===== src/rtl/mem_port_arbiter_pkg.sv =====
// Shared types and constants for the memory port arbiter.
package mem_port_arbiter_pkg;

  localparam int DEF_WIDTH  = 128;
  localparam int DEF_ADDR_W = 32;

  typedef enum logic [1:0] {
    ST_IDLE    = 2'd0,
    ST_BUSY    = 2'd1,
    ST_RESP    = 2'd2,
    ST_RELEASE = 2'd3
  } arb_state_e;

  typedef enum logic [1:0] {
    SRC_IC    = 2'd0,
    SRC_DC_RD = 2'd1,
    SRC_DC_WR = 2'd2
  } arb_src_e;

  localparam logic MEM_READ  = 1'b0;
  localparam logic MEM_WRITE = 1'b1;

  // Any data-cache grant sets the fairness flag that favours the icache next.
  function automatic logic src_is_dc(input arb_src_e src);
    return (src != SRC_IC);
  endfunction

endpackage


===== src/rtl/mem_port_arbiter_arb_priority_select.sv =====
// Combinational winner selection among the three memory requesters.
module arb_priority_select
  import mem_port_arbiter_pkg::*;
(
  input  logic     i_ic_req,
  input  logic     i_dc_rd_req,
  input  logic     i_dc_wr_req,
  input  logic     i_last_was_dc,
  output logic     o_any_req,
  output arb_src_e o_src
);

  assign o_any_req = i_ic_req | i_dc_rd_req | i_dc_wr_req;

  // Fixed priority write > read > ifetch, overridden for the icache right after a dc grant
  always_comb begin
    o_src = SRC_IC;
    if (i_last_was_dc && i_ic_req) begin
      o_src = SRC_IC;
    end else if (i_dc_wr_req) begin
      o_src = SRC_DC_WR;
    end else if (i_dc_rd_req) begin
      o_src = SRC_DC_RD;
    end else begin
      o_src = SRC_IC;
    end
  end

endmodule


===== src/rtl/mem_port_arbiter.sv =====
// Single-port memory arbiter shared by instruction-cache reads and
// data-cache reads/write-backs; one transaction in flight at a time.
module mem_port_arbiter
  import mem_port_arbiter_pkg::*;
#(
  parameter int WIDTH  = DEF_WIDTH,
  parameter int ADDR_W = DEF_ADDR_W
) (
  input  logic              clk,
  input  logic              reset,
  input  logic              ic_read_req,
  input  logic [ADDR_W-1:0] ic_read_addr,
  output logic              ic_read_ack,
  output logic [WIDTH-1:0]  ic_read_data,
  input  logic              dc_read_req,
  input  logic [ADDR_W-1:0] dc_read_addr,
  output logic              dc_read_ack,
  output logic [WIDTH-1:0]  dc_read_data,
  input  logic              dc_write_req,
  input  logic [ADDR_W-1:0] dc_write_addr,
  input  logic [WIDTH-1:0]  dc_write_data,
  output logic              dc_write_ack,
  output logic              mem_enable,
  output logic              mem_rw,
  output logic [ADDR_W-1:0] mem_addr,
  output logic [WIDTH-1:0]  mem_data_out,
  input  logic              mem_ack,
  input  logic [WIDTH-1:0]  mem_data_in
);

  arb_state_e        r_state;
  arb_src_e          r_src;
  logic              r_last_was_dc;
  logic              r_mem_enable;
  logic              r_mem_rw;
  logic [ADDR_W-1:0] r_mem_addr;
  logic [WIDTH-1:0]  r_mem_wdata;
  logic              r_ic_ack;
  logic              r_dc_rd_ack;
  logic              r_dc_wr_ack;
  logic [WIDTH-1:0]  r_ic_data;
  logic [WIDTH-1:0]  r_dc_data;

  logic              w_any_req;
  arb_src_e          w_win_src;
  logic [ADDR_W-1:0] w_win_addr;

  arb_priority_select u_sel (
    .i_ic_req      (ic_read_req),
    .i_dc_rd_req   (dc_read_req),
    .i_dc_wr_req   (dc_write_req),
    .i_last_was_dc (r_last_was_dc),
    .o_any_req     (w_any_req),
    .o_src         (w_win_src)
  );

  // Address of the request the selector picked this cycle
  always_comb begin
    w_win_addr = ic_read_addr;
    case (w_win_src)
      SRC_DC_RD: w_win_addr = dc_read_addr;
      SRC_DC_WR: w_win_addr = dc_write_addr;
      default:   w_win_addr = ic_read_addr;
    endcase
  end

  // Grant, memory handshake, one-cycle response and a release cycle before re-arbitrating
  always_ff @(posedge clk or negedge reset) begin
    if (!reset) begin
      r_state       <= ST_IDLE;
      r_src         <= SRC_IC;
      r_last_was_dc <= 1'b0;
      r_mem_enable  <= 1'b0;
      r_mem_rw      <= MEM_READ;
      r_mem_addr    <= '0;
      r_mem_wdata   <= '0;
      r_ic_ack      <= 1'b0;
      r_dc_rd_ack   <= 1'b0;
      r_dc_wr_ack   <= 1'b0;
      r_ic_data     <= '0;
      r_dc_data     <= '0;
    end else begin
      r_ic_ack    <= 1'b0;
      r_dc_rd_ack <= 1'b0;
      r_dc_wr_ack <= 1'b0;
      case (r_state)
        ST_IDLE: begin
          if (w_any_req) begin
            r_src         <= w_win_src;
            r_mem_addr    <= w_win_addr;
            r_mem_rw      <= (w_win_src == SRC_DC_WR) ? MEM_WRITE : MEM_READ;
            if (w_win_src == SRC_DC_WR) begin
              r_mem_wdata <= dc_write_data;
            end
            r_last_was_dc <= src_is_dc(w_win_src);
            r_mem_enable  <= 1'b1;
            r_state       <= ST_BUSY;
          end
        end
        ST_BUSY: begin
          // Requesters may have dropped req by now; the transaction still completes.
          if (mem_ack) begin
            r_mem_enable <= 1'b0;
            case (r_src)
              SRC_DC_RD: begin
                r_dc_data   <= mem_data_in;
                r_dc_rd_ack <= 1'b1;
              end
              SRC_DC_WR: r_dc_wr_ack <= 1'b1;
              default: begin
                r_ic_data <= mem_data_in;
                r_ic_ack  <= 1'b1;
              end
            endcase
            r_state <= ST_RESP;
          end
        end
        ST_RESP:    r_state <= ST_RELEASE;
        ST_RELEASE: r_state <= ST_IDLE;
        default:    r_state <= ST_IDLE;
      endcase
    end
  end

  assign mem_enable   = r_mem_enable;
  assign mem_rw       = r_mem_rw;
  assign mem_addr     = r_mem_addr;
  assign mem_data_out = r_mem_wdata;
  assign ic_read_ack  = r_ic_ack;
  assign dc_read_ack  = r_dc_rd_ack;
  assign dc_write_ack = r_dc_wr_ack;
  assign ic_read_data = r_ic_data;
  assign dc_read_data = r_dc_data;

endmodule


===== config.mk =====
export PLATFORM = sky130hd
export DESIGN_NAME = mem_port_arbiter
export DESIGN_NICKNAME = d
export VERILOG_FILES = /design/src/rtl/mem_port_arbiter_pkg.sv /design/src/rtl/mem_port_arbiter_arb_priority_select.sv /design/src/rtl/mem_port_arbiter.sv
export SDC_FILE = /design/constraint.sdc
export NUM_CORES = 1
export LEC_CHECK = 0
export BUFFER_PORTS_ARGS = -buffer_cell sky130_fd_sc_hd__buf_2
export CAP_MARGIN = 25
export CORE_AREA = 3 3 301 303
export CTS_CLUSTER_SIZE = 25
export DETAILED_ROUTE_END_ITERATION = 10
export DIE_AREA = 0 0 304 306
export GPL_TIMING_DRIVEN = 0
export MAX_ROUTING_LAYER = met4
export PLACE_DENSITY = 0.36
export SYNTH_ARGS = -nofsm -noshare
export SYNTH_HDL_FRONTEND = slang
export SYNTH_HIERARCHICAL = 1
export SYNTH_SLANG_ARGS = --single-unit

===== constraint.sdc =====
create_clock -name clk -period 5 [get_ports clk]
set_input_delay 0.75 -clock clk [delete_from_list [all_inputs] [get_ports clk]]
set_output_delay 0.75 -clock clk [all_outputs]
set_load 0.01 [all_outputs]

# After elaboration in Yosys (flattened, before gate mapping)
# Index checks and enable logic that the tools add are counted.
# op_classes
eq_ne	9
mux	20
n_bitwise	3
reduce_logical	11
# op_table
op	n
one-hot mux 32 bit (2 select lines)	1
2-to-1 mux 1 bit	13
AND reduction 3 bit	4
equality test 2 bit, second input constant	4
2-to-1 mux 2 bit	4
one-hot mux 2 bit (4 select lines)	1
equality test 2 x 1 -> 1 bit, second input constant	3
AND reduction 2 bit	2
nonzero test 2 bit	2
logical NOT 2 bit	1
inequality test 2 x 1 -> 1 bit, second input constant	1
inequality test 2 bit, second input constant	1
OR 1 bit	2
one-hot mux 1 bit (2 select lines)	1
OR reduction 2 bit	1
logical AND 1 bit	1
NOT 1 bit	1
# totals
reg_bits	426
inputBits	358
output_inout_bits	421
elab_cells	55

# Logic depth before layout (Yosys ltp)
# Gate-level depths: netlist of the first run.
# logic_depth
depth_word	5
mapped_depth	9
depth_no_buf	7

# Modules after synthesis
# The synthesis of the first run kept the hierarchy.
# modules_own_cells
mod	instances	cells_per_inst	area_per_inst_um2	seq_area_each_um2
mem_port_arbiter	1	1039	17254.0	10660.2
arb_priority_select	1	4	25.0	0.0

# Worst setup path after synthesis of the first run
# Ideal clock, no wire load.
# synth_timing
kind	input to register
start	input port dc_write_req
end	register r_mem_wdata[107] (netlist: mem_data_out[107])
setup_ns	0.125
arrival_time_ns	2.159
t_required_ns	4.875
path_slack_ns	2.716
stages	8
n_path_buf	3
cell_sequence	a211oi_1 > inv_1 > ha_1 > buf_2 > nand3_2 > buf_4 > buf_6 > mux2_4
# synth_via
elab_chain_cells	4
elab_cells_between_ends	5
cone_classes	eq/ne (1); mux (2); bitwise (1); reduce/logical (1)
# synth_rtl
item	line	text
start, declared	mem_port_arbiter.sv:19	input logic dc_write_req,
2-to-1 mux 2 bit	mem_port_arbiter_arb_priority_select.sv:20	end else if (i_dc_wr_req) begin
2-to-1 mux 2 bit	mem_port_arbiter_arb_priority_select.sv:18	if (i_last_was_dc && i_ic_req) begin
equality test 2 bit	mem_port_arbiter.sv:92	if (w_win_src == SRC_DC_WR) begin
AND reduction 3 bit (no line) *	-	
end signal, assigned	mem_port_arbiter.sv:93	r_mem_wdata <= dc_write_data;
end, declared	mem_port_arbiter.sv:37	logic [WIDTH-1:0] r_mem_wdata;
# Mark *: on every way between the ends. The rest lies on a longest branch, timed or not.
# A chain may end at the register's enable or synchronous reset.

# Worst setup path in the final report of the first run
# layout_timing
start	register r_last_was_dc
end	register r_mem_addr[21] (netlist: mem_addr[21])
# layout_via
elab_chain_cells	4
elab_cells_between_ends	5
cone_classes	eq/ne (2); mux (2); reduce/logical (1)
# layout_rtl
item	line	text
start, declared	mem_port_arbiter.sv:33	logic r_last_was_dc;
start signal, assigned	mem_port_arbiter.sv:95	r_last_was_dc <= src_is_dc(w_win_src);
logical AND 1 bit *	mem_port_arbiter_arb_priority_select.sv:18	
2-to-1 mux 2 bit *	mem_port_arbiter_arb_priority_select.sv:18	
net w_win_src[0]	mem_port_arbiter.sv:45	arb_src_e w_win_src;
equality test 2 bit / equality test 2 x 1 -> 1 bit (equally long branches)	mem_port_arbiter.sv:60	case (w_win_src)
one-hot mux 32 bit (2 select lines) *	mem_port_arbiter.sv:60	
end signal, assigned	mem_port_arbiter.sv:90	r_mem_addr <= w_win_addr;
end, declared	mem_port_arbiter.sv:36	logic [ADDR_W-1:0] r_mem_addr;
# Mark *: on every way through the listed nets, which the timed path passes. The rest lies on a longest branch.

==> results.txt, run 1 <==
The hold buffer count at CTS came out at 0. Relative to the synthesized area, the layout overhead comes to 41.7%. The simple-gate area share of the yosys netlist came out at 1.03%. In this run the count of I/O pins placed on the die edge is 779.

The max-capacitance violation count is 0. The routed design has between 60 and 70 mm of wire. For the worst setup path, the data arrival time is around 3000 ps. The synthesized-area fraction occupied by ao, oa, aoi and oai cells is 4.49%. The most common cell in the synthesized netlist is sky130_fd_sc_hd__dfrtp_1. The setup slack after layout came out at approximately 2500 ps. The aggregate global-route resource usage is 13.8%. The origin of the worst setup path is r_last_was_dc$_DFFE_PN0P_. The fraction of final layout cells sized beyond drive strength 1 came out at 61.8%.

Entering global routing, the biggest net connects 118 pins. The run finished with clean final reports. The number of antenna violations at the first check in global routing is 13. For the worst setup path, the data required time is 5510 ps.

In this run, synthesis inferred 0 flip-flops with an integrated enable. The leakage power summed over all cells is 12.6 nW. The worst slew margin relative to its limit is around 51%.

The longest clock path from root to sink contains 3 buffers. The synthesized instance count came out at around 1000. The global-route wire length before repair came out at 93.7 mm. The worst register-to-register path begins at r_last_was_dc$_DFFE_PN0P_.

The depth of the CTS H-tree came out at 2. Between clock sinks in the finished design, the worst skew comes to 16.3 ps. The total CTS buffers came out at 53. The worst reg-to-reg path cell count is 8. The insertion delay to the later sink of the worst-skew pair is 590 ps. The warning count from the yosys run came out at 6. The peak supply drop came out at about 0.00029 V. After synthesis, the largest family of logic cells by area is multiplexers. For this design, the slowest cell found on the critical path is sky130_fd_sc_hd__a211oi_1. The worst setup path is launched from a flip-flop. The stage delay of the slowest cell on the critical path is 440 ps. Counting flops and latches in the post-synthesis netlist gives 426. The setup violation total in the final timing report came out at 0. The worst hold path class is in2async. The synthesized netlist devotes 0% of its cell area to XOR and XNOR gates. Hold is met by 155 ps. The total count of hold-check failures in the final report is 0. The kind of end point of the critical path is a flip-flop. The post-synthesis instance area is 17300 µm². The via density per instance came out at approximately 3.9. The number of distinct standard cells referenced by the synthesized netlist is 28.

In this run the vertical extent of the chip is roughly 300 µm. CTS placed an instance of sky130_fd_sc_hd__clkbuf_16 at the clock tree root. The achievable frequency came out at 0.399 GHz. The count of pins over their slew limit came to 0.

Among all flip-flop cells after synthesis, the most frequent one is sky130_fd_sc_hd__dfrtp_1. The via count came out at between 10000 and 15000. The number of design-rule violations left by the first detailed-router iteration came out at 407. The via count of the first global-routing pass came out at about 13000.

The maximum fanout along the worst path is 10. Detailed placement ended at an HPWL of between 50 and 60 mm. The number of setup buffers added after CTS is 0. Before antenna repair, the detailed router went through 4 iterations. Traced cell by cell, the critical path runs through a211oi_1 > inv_1 > ha_1 > buf_2 > buf_1 > nor2_1 > a211oi_1 > a21o_1. The number of sinks driven by the clock tree came out at 426.

The global placer's final weighted congestion is 0.923. The region available for standard cell placement spans 88200 µm². Measured along the x axis, the die boundary spans 304 µm. Buffers placed on the I/O ports in this run total 778. For this run, design rule violations remaining after detail routing come to 0. The synthesized area per cell is 16.6 µm². The slew at the pin with the worst max-slew slack came out at ~740 ps.

The average wire per standard cell is 20.8 µm. Setup repair after global routing left no endpoint under its margin. The site row count came out at 109. Setup slack on the worst reg-to-reg path comes out at 2490 ps. Timing analysis after detailed placement gives a worst setup slack of 2010 ps. The shortest clock period the worst path allows after layout is 2510 ps. The post-route fraction of the period consumed by the critical path is 50.1%. The net count of the mapped netlist came out at 1410. The cell repeated most along the worst path is sky130_fd_sc_hd__a211oi_1. Clock-pin slew was measured on the worst setup and hold paths at 50 ps.

The ratio of total power to cell area is 644 nW/µm². The post-cts repair resize count is 0. By area the synthesized netlist is led by sky130_fd_sc_hd__dfrtp_1 62%, sky130_fd_sc_hd__mux2_4 14%, sky130_fd_sc_hd__mux2_2 7.6%, sky130_fd_sc_hd__mux2_1 7.2%, sky130_fd_sc_hd__buf_6 2.2%. The detail route stage leaves a number of antenna-violating nets equal to 0. The layout net count came out at 2246. The share of the yosys chip area belonging to registers came out at 61.7%. The effective utilization at floorplan is 19.6%. The overall die area is 93000 µm².

The worst register-to-register path ends at mem_addr[21]$_DFFE_PN0P_. The total overflow left after global routing is 0. The area share of the largest cell type after synthesis came out at between 60 and 70%. The biggest area consumer among synthesized cells is sky130_fd_sc_hd__dfrtp_1. After synthesis, the most frequently instantiated cells are 426 x sky130_fd_sc_hd__dfrtp_1, 160 x sky130_fd_sc_hd__mux2_4, 116 x sky130_fd_sc_hd__mux2_2.

Of the post-synthesis cell area, the part taken by muxes is roughly 29%. TritonCTS built the clock tree. The synthesized-area fraction occupied by adder cells came out at 0.652%. The fraction of registers with async set/reset is 100%. The critical path in this run is classified as reg2reg.
cells by family (layout without fill, tap and decap cells):
logic type / after synthesis / after routing
other: 0 / 13
buffers and inverters: 74 / 951
AND/OR/NAND/NOR: 42 / 42
multiplexers: 387 / 387
AO/OA/AOI/OAI: 105 / 105
adder cells (fa/ha/maj): 9 / 9
flip-flops: 426 / 426
where the power goes:
| part | switching, mW | total [mW] | internal [mW] |
|---|---|---|---|
| Sequential | 0.826 | 5.89 | 5.07 |
| Clock | 1.52 | 3.81 | 2.29 |
| Combinational | 3.04 | 6.07 | 3.03 |
cell type report:
class | count | area [µm²]
Sequential cell | 426 | 10700
Clock inverter | 10 | 113
Fill cell | 9180 | 63800
Clock buffer | 86 | 1610
Multi-Input combinational cell | 543 | 6020
Buffer | 63 | 554
Antenna cell | 13 | 32.5
Tap cell | 1165 | 1460
Inverter | 11 | 41.3
Timing Repair Buffer | 781 | 3990
through the flow:
stage          cells  power [mW]  area [µm²]  utilization, %  TNS [ps]
3_5_place_dp    2989        12.2       22700            25.8         0
4_1_cts         3085        16.1       24400            27.7         0
2_1_floorplan   1043        9.17       17300               -         0
3_3_place_gp    2986        12.1       22600            25.6  -2504870
6_report        3098        15.8       24500            27.7         0
5_1_grt         3098        16.7       24500            27.7         0
placed cells by master, fill, tap and decap left out, drive strengths merged, types with 2 or more instances in the layout:
master	n
diode	13
inv	12
dfrtp	426
a211oi	33
ha	9
clkinv	5
bufinv	2
o21ai	4
clkinvlp	2
nand3	2
buf	836
a22oi	32
clkbuf	94
nor2	33
mux2	386
nand2	4
and3	2
a21o	32
registers in the layout, summed over array words and instances, names as in the netlist:
register	flops
r_src	2
dc_read_ack	1
dc_read_data	128
r_state	2
r_last_was_dc	1
ic_read_ack	1
ic_read_data	128
mem_rw	1
mem_data_out	128
mem_enable	1
mem_addr	32
dc_write_ack	1
worst max-delay path: cells and delay by family, from the launching register on:
family                     cells  cell delay [ps]
and+or+nand+nor                1              100
adders and majority gates      1              300
buffers and inverters          3              750
DFF                            1              400
AOI/OAI and AO/OA              3              890
worst max path at each step:
stage / end / slack [ps] / cells past startpoint
floorplan: mem_data_out[107]$_DFFE_PN0P_ / 2720 / 8
global placement: ic_read_data[24]$_DFFE_PN0P_ / -5950 / 1
detailed placement: mem_addr[14]$_DFFE_PN0P_ / 2010 / 8
CTS: mem_addr[21]$_DFFE_PN0P_ / 2490 / 7
global route: mem_addr[21]$_DFFE_PN0P_ / 2290 / 8
finish: mem_addr[21]$_DFFE_PN0P_ / 2490 / 8
routing by layer:
metal  up-vias  global-route usage, %  routed length [µm]
met1      6079                   13.6               22500
met2       487                   26.0               35600
met5         -                      -                   0
met3        92                   4.08                4550
li1       5414                      -                   -
met4         0                   4.17                1790
Power figures use the tool's default switching activity.
==> run 2: changes to the inputs <==
==> constraint.sdc (replaced) <==
create_clock -name clk -period 2.6 [get_ports clk]
set_input_delay 0.39 -clock clk [delete_from_list [all_inputs] [get_ports clk]]
set_output_delay 0.39 -clock clk [all_outputs]
set_load 0.01 [all_outputs]
==> run 2 against run 1 <==
  * Total power up 94%
  * Wire length up 1.5%
  * Final cell count up 5.6%
  * Clock-buffer cell count unchanged
  * First-iteration DRC count up 4.4%
  * Combinational power up 96%
  * Global-route usage up 0.26 points
  * Critical path depth down 2
  * Utilization up 2.0 points
==> results.txt, run 2 (synthesis gave the netlist of run 1 again) <==
The total negative slack is 0 ps. The number of sinks driven by the clock tree came out at 426. The depth of the CTS H-tree is 2.

The area of the core came out at 88200 µm². Broken down by cell family, the worst path's largest delay share belongs to compound AO/OA/AOI/OAI gates. The cell at the root of the clock tree is sky130_fd_sc_hd__clkbuf_16. The peak supply drop came out at 0.000553 V. The count of pins over their slew limit is 0. The signal on the critical path passes through a211oi_1 > ha_1 > buf_1 > a22oi_1 > a211oi_1 > a21o_1. The ratio of total power to cell area is 1170 nW/µm². The shortest clock period the worst path allows after layout is between 2000 and 2500 ps.

The final layout contains routed wiring with a total length of 65.4 mm. The worst clock skew came out at ~18 ps. The total CTS buffers is 53. The total count of hold-check failures in the final report is 0. The layout net count came out at 2424. The via count of the first global-routing pass came out at 14325.

The worst setup path is launched from a flip-flop. The number of I/O pins came out at 779. The post-route fraction of the period consumed by the critical path is 92.4%. The slew at the pin with the worst max-slew slack came out at 730 ps. Setup repair after global routing left no endpoint under its margin. The number of buffers on the longest clock path came out at 3. The die is 304 µm wide. The number of design-rule violations left by the first detailed-router iteration is 425.

The data required time at the worst endpoint came out at roughly 3100 ps. The overall die area is 93000 µm². Of all nets on the critical path, the largest fanout is 10. The half-perimeter wire length after detailed placement came out at between 50 and 60 mm. The max-capacitance violation count came out at 0. The tightest min-delay check is of the in2reg type. The data arrival time of the worst path is about 2900 ps. The leakage power summed over all cells came out at 13.4 nW. OpenSTA, run right after detailed placement, puts the worst setup slack at -26.1 ps. The clock-pin slew reported for the worst setup and hold paths after clock tree synthesis came out at 50 ps.

The run finished with clean final reports. The detailed-route DRC error count is 0. The setup slack after layout is 198 ps. The worst slew margin relative to its limit came out at 51.4%.

The count of nets left with antenna violations after detail routing is 0. The achievable frequency came out at 0.416 GHz. The number of buffer cells added on primary ports came out at 778. Among all stages on the critical path, the largest delay is contributed by sky130_fd_sc_hd__buf_1. TritonCTS built the clock tree.

The via count came out at around 13000. Setup violations remaining at the end of the flow were counted as 0. Together, buffers and inverters on the worst path number 1. The aggregate global routing overflow is 0. The first-pass iteration count of the detailed router came out at 5. The fraction of final layout cells sized beyond drive strength 1 is 56.7%. The worst setup path is captured at a flip-flop. The via density per instance is 3.89.

The die is 306 µm tall. The site row count is between 100 and 150. For the worst-skew pair, the clock arrives at the later sink with an insertion delay of 590 ps. Buffers added to address setup during post-CTS repair amount to 0. After detailed routing, the average wire length per cell comes to 20.0 µm. Across every metal layer, demand over resource in global routing totals 14.1%. The number of antenna violations at the first check in global routing is 8.

The library cell used most frequently in the layout, excluding fill and tap cells, is sky130_fd_sc_hd__buf_2. The area added between synthesis and finish is 51.9%. The global placer's final weighted congestion came out at 0.923. The largest net degree at the start of global routing is about 120.

The type of the worst setup path is reg2reg. The cell repeated most along the worst path is sky130_fd_sc_hd__a211oi_1. The top cell types in the final layout, fill and taps aside, are 788 x sky130_fd_sc_hd__buf_2, 426 x sky130_fd_sc_hd__dfrtp_1, 178 x sky130_fd_sc_hd__dlygate4sd3_1, 160 x sky130_fd_sc_hd__mux2_4, 116 x sky130_fd_sc_hd__mux2_2. On the worst path, the slowest cell contributes a delay of about 530 ps. The global-route wire length before repair came out at 96.5 mm. For this configuration, the core starts out at a cell density of 19.6%.
==> run 2: cell types whose count changed in the layout (fill, tap and decap cells not counted) <==
| cell | previous run | this run |
|---|---|---|
| sky130_fd_sc_hd__diode_2 | 13 | 9 |
| sky130_fd_sc_hd__clkbuf_2 | 0 | 2 |
| sky130_fd_sc_hd__dlygate4sd3_1 | 0 | 178 |
| sky130_fd_sc_hd__clkbuf_1 | 27 | 26 |
| sky130_fd_sc_hd__buf_1 | 4 | 3 |
==> run 2: path summary, 6_finish.rpt <==
check | from | to | slack, ps | depth (start not counted)
min reg2reg | mem_addr[4]$_DFFE_PN0P_ | mem_addr[4]$_DFFE_PN0P_ | 480 | 1
max | r_last_was_dc$_DFFE_PN0P_ | mem_addr[14]$_DFFE_PN0P_ | 200 | 6
min | dc_write_data[110] | mem_data_out[110]$_DFFE_PN0P_ | 50 | 2
max in group asynchronous | reset | ic_read_data[20]$_DFFE_PN0P_ | 560 | 4
max reg2reg | r_last_was_dc$_DFFE_PN0P_ | mem_addr[14]$_DFFE_PN0P_ | 200 | 6
min in group asynchronous | reset | mem_addr[24]$_DFFE_PN0P_ | 390 | 2
==> run 2: cell type report <==
| type | count | area [µm²] |
|---|---|---|
| Antenna cell | 9 | 22.5 |
| Buffer | 63 | 557 |
| Clock buffer | 86 | 1610 |
| Clock inverter | 10 | 113 |
| Fill cell | 9063 | 62000 |
| Inverter | 11 | 41.3 |
| Multi-Input combinational cell | 543 | 6020 |
| Sequential cell | 426 | 10700 |
| Tap cell | 1165 | 1460 |
| Timing Repair Buffer | 959 | 5770 |
==> run 2: metal layers <==
metal | track usage, % | part of all wire [%] | vias up
met5 | - | 0 | -
met4 | 4.55 | 3.2 | 0
met3 | 3.89 | 6.6 | 101
met2 | 26.3 | 55 | 490
met1 | 14.0 | 35 | 6368
li1 | - | - | 5773
==> run 2: repair_timing <==
item,in CTS,in global routing
hold buffers,178,0
gates resized for setup,0,3
setup endpoints to repair,0,4
hold endpoints to repair,288,0
==> run 2: power breakdown <==
group	switching, mW	internal (mW)
logic	5.90	6.01
registers	1.60	9.75
clock network	2.92	4.41
==> run 2: per-stage QoR <==
stage	instance area (µm²)	power, mW	std cells	utilization (%)	hold WS [ps]
detailed placement	22700	23.4	2989	25.8	448
CTS	26200	31.3	3263	29.7	0.314
floorplan	17300	17.6	1043	-	94.4
global route	26300	32.5	3271	29.8	9.79
global placement	22600	23.3	2986	25.6	458
finish	26300	30.6	3272	29.8	52.3
==> run 3: changes to the inputs <==
--- a/config.mk
+++ b/config.mk
@@ -7,12 +7,11 @@
 export LEC_CHECK = 0
 export BUFFER_PORTS_ARGS = -buffer_cell sky130_fd_sc_hd__buf_2
 export CAP_MARGIN = 25
-export CORE_AREA = 3 3 301 303
+export CORE_AREA = 3 3 303 305
 export CTS_CLUSTER_SIZE = 25
 export DETAILED_ROUTE_END_ITERATION = 10
-export DIE_AREA = 0 0 304 306
+export DIE_AREA = 0 0 306 308
 export GPL_TIMING_DRIVEN = 0
-export MAX_ROUTING_LAYER = met4
 export PLACE_DENSITY = 0.36
 export SYNTH_ARGS = -nofsm -noshare
 export SYNTH_HDL_FRONTEND = slang
==> constraint.sdc (replaced) <==
create_clock -name clk -period 2.6 [get_ports clk]
set_input_delay 0.39 -clock clk [delete_from_list [all_inputs] [get_ports clk]]
set_output_delay 0.39 -clock clk [all_outputs]
set_load 0.1 [all_outputs]
==> run 3 against run 2 <==
  * Non-clock buffer count increased by 65
  * Clock-buffer cell count decreased by 10
  * Sequential cell count unchanged
  * Design area increased by 2.4%
  * First-iteration DRC count increased by 14%
  * Utilization increased by 0.26 points
  * Critical path depth increased by 1
  * Critical path type unchanged
==> results.txt, run 3 (synthesis gave the netlist of run 1 again) <==
Once detail routing completed, the nets flagged for antenna violations numbered 0. Setup repair after global routing left no endpoint under its margin. The global placer's final weighted congestion came out at roughly 0.86.

Clock-pin slew was measured on the worst setup and hold paths at 60 ps. The average wire per standard cell is 19.6 µm. The number of antenna violations at the first check in global routing came out at 4. The instance area after placement came out at around 23000 µm². The fraction of the core area covered by cells at the end of the flow came out at a little under a third. For the final database, setup skew stands at 12.0 ps. The largest net degree at the start of global routing came out at 110. The via count of the first global-routing pass was 14259. Leaving out fill and tap cells, the most frequent cell in the layout is sky130_fd_sc_hd__buf_2. The total CTS buffers is 53. The achievable frequency is 0.431 GHz.

The setup slack after layout is 278 ps. The number of buffer cells added on primary ports came out at 778. Summed over all layers, the routed wires come to approximately 65 mm. At the pin with the least slew margin, the transition time is a little under 700 ps. The die height is 308 µm. Across the run, the number of max-cap violations was 0. In this run the horizontal extent of the chip is 306 µm. The global-route wire length before repair is 94.8 mm.

The overall die area came out at 94200 µm². The effective utilization at floorplan came out at roughly a fifth. Headroom to the max-slew limit came out at roughly 54%. The post-route netlist has between 50% and 60% of its cells at a drive strength greater than 1. The first TritonRoute pass finished after 4 iterations.

The min-delay analysis places its worst path in the category in2reg. The data arrival time of the worst path came out at 2800 ps. The via count is roughly 13000. The area added between synthesis and finish came out at 55.6%. The aggregate global routing overflow came out at 0. The number of buffers on the longest clock path came out at 3. The total negative slack came out at 0 ps.

Subtracting the final worst setup slack from the clock period gives between 2000 and 2500 ps. The cell at the root of the clock tree is sky130_fd_sc_hd__clkbuf_16. The area of the core is 89600 µm². The count of pins over their slew limit is 0. The setup violation total in the final timing report is 0. The data required time at the worst endpoint is 3080 ps. The post-route fraction of the period consumed by the critical path came out at 89.3%. The depth of the CTS H-tree came out at 2. Summed over all nets, the half-perimeter wirelength after detailed placement is approximately 50 mm.

STA classifies the critical path startpoint as a flip-flop. The number of design-rule violations left by the first detailed-router iteration is 484. The via density per instance came out at between 3 and 4.

The setup path with the least slack is of type reg2reg. The insertion delay to the later sink of the worst-skew pair came out at 600 ps. The detailed-route DRC error count is 0. The final layout contains 2489 nets.

The number of sinks driven by the clock tree is 426. The post-route standard cell area excluding fillers is 26900 µm². The post-CTS setup buffer count is 0.

The number of I/O pins came out at 779. TritonCTS built the clock tree. The site row count is 110. The total count of hold-check failures in the final report came out at 0. The minimum setup slack after placement came out at 81.4 ps. The run finished with clean final reports. In the layout the commonest cells are 788 x sky130_fd_sc_hd__buf_2, 426 x sky130_fd_sc_hd__dfrtp_1, 242 x sky130_fd_sc_hd__dlygate4sd3_1, 160 x sky130_fd_sc_hd__mux2_4, 116 x sky130_fd_sc_hd__mux2_2. STA classifies the critical path endpoint as a flip-flop. The aggregate global-route resource usage is 13.3%. The maximum fanout along the worst path came out at 10. Counting the fill cells in the layout gives between 9000 and 10000.
## run 3: changes by cell type in the layout (fill, tap and decap cells not counted), sizes merged
cell / previous run / this run
diode: 9 / 1
inv: 12 / 13
clkinv: 5 / 11
dlygate4sd3: 178 / 242
clkbuf: 95 / 85
buf: 835 / 836
## run 3: final timing paths
path	from	end	slack, ps	depth (start not counted)
max	r_last_was_dc$_DFFE_PN0P_	mem_addr[18]$_DFFE_PN0P_	280	7
min	mem_data_in[76]	dc_read_data[76]$_DFFE_PN0P_	70	2
max reg2reg	r_last_was_dc$_DFFE_PN0P_	mem_addr[18]$_DFFE_PN0P_	280	7
min reg2reg	mem_addr[24]$_DFFE_PN0P_	mem_addr[24]$_DFFE_PN0P_	470	1
max in group asynchronous	reset	dc_read_data[121]$_DFFE_PN0P_	490	5
min in group asynchronous	reset	ic_read_data[23]$_DFFE_PN0P_	240	2
## run 3: layout make-up
class	instances	area (µm²)	share of cell area, %
sequential	426	10700	39.6
timing repair buffer	1024	6440	23.9
multi-input combinational	543	6020	22.4
clock buffer	76	1550	5.77
tap	1176	1470	5.47
buffer	63	556	2.07
clock inverter	17	151	0.563
inverter	11	41.3	0.154
antenna	1	2.50	0.00930
## run 3: what timing repair did
item,CTS,global route
hold endpoints to repair,380,0
hold buffers,242,0
endpoints found under the setup margin,0,1
resized for setup,0,1
## run 3: critical path, cell delays in order, from the launching register on
cell and delay (ps):
sky130_fd_sc_hd__dfrtp_1 390, sky130_fd_sc_hd__a211oi_1 300, sky130_fd_sc_hd__inv_1 130, sky130_fd_sc_hd__ha_1 290, sky130_fd_sc_hd__buf_2 220, sky130_fd_sc_hd__buf_1 440, sky130_fd_sc_hd__a211oi_1 230, sky130_fd_sc_hd__a21o_1 200
## run 3: through the flow
stage                     hold slack [ps]  cells
after floorplan                      94.4   1043
after global placement                458   2997
after detailed placement              264   3001
after CTS                         0.00278   3336
after global routing                 18.0   3337
final                                67.7   3337
## run 3: metal layers
metal  global-route usage [%]  up-vias  routed length [µm]
li1                         -     5888                   -
met1                     14.8     6434               24800
met2                     24.8      424               34500
met3                     3.12      114                3840
met4                     4.78        6                2120
met5                        0        -                  38
Power of run 3 is left out: the tool's default activity adds up to more than one toggle a clock period on the data nets, which glitch-free logic cannot reach.
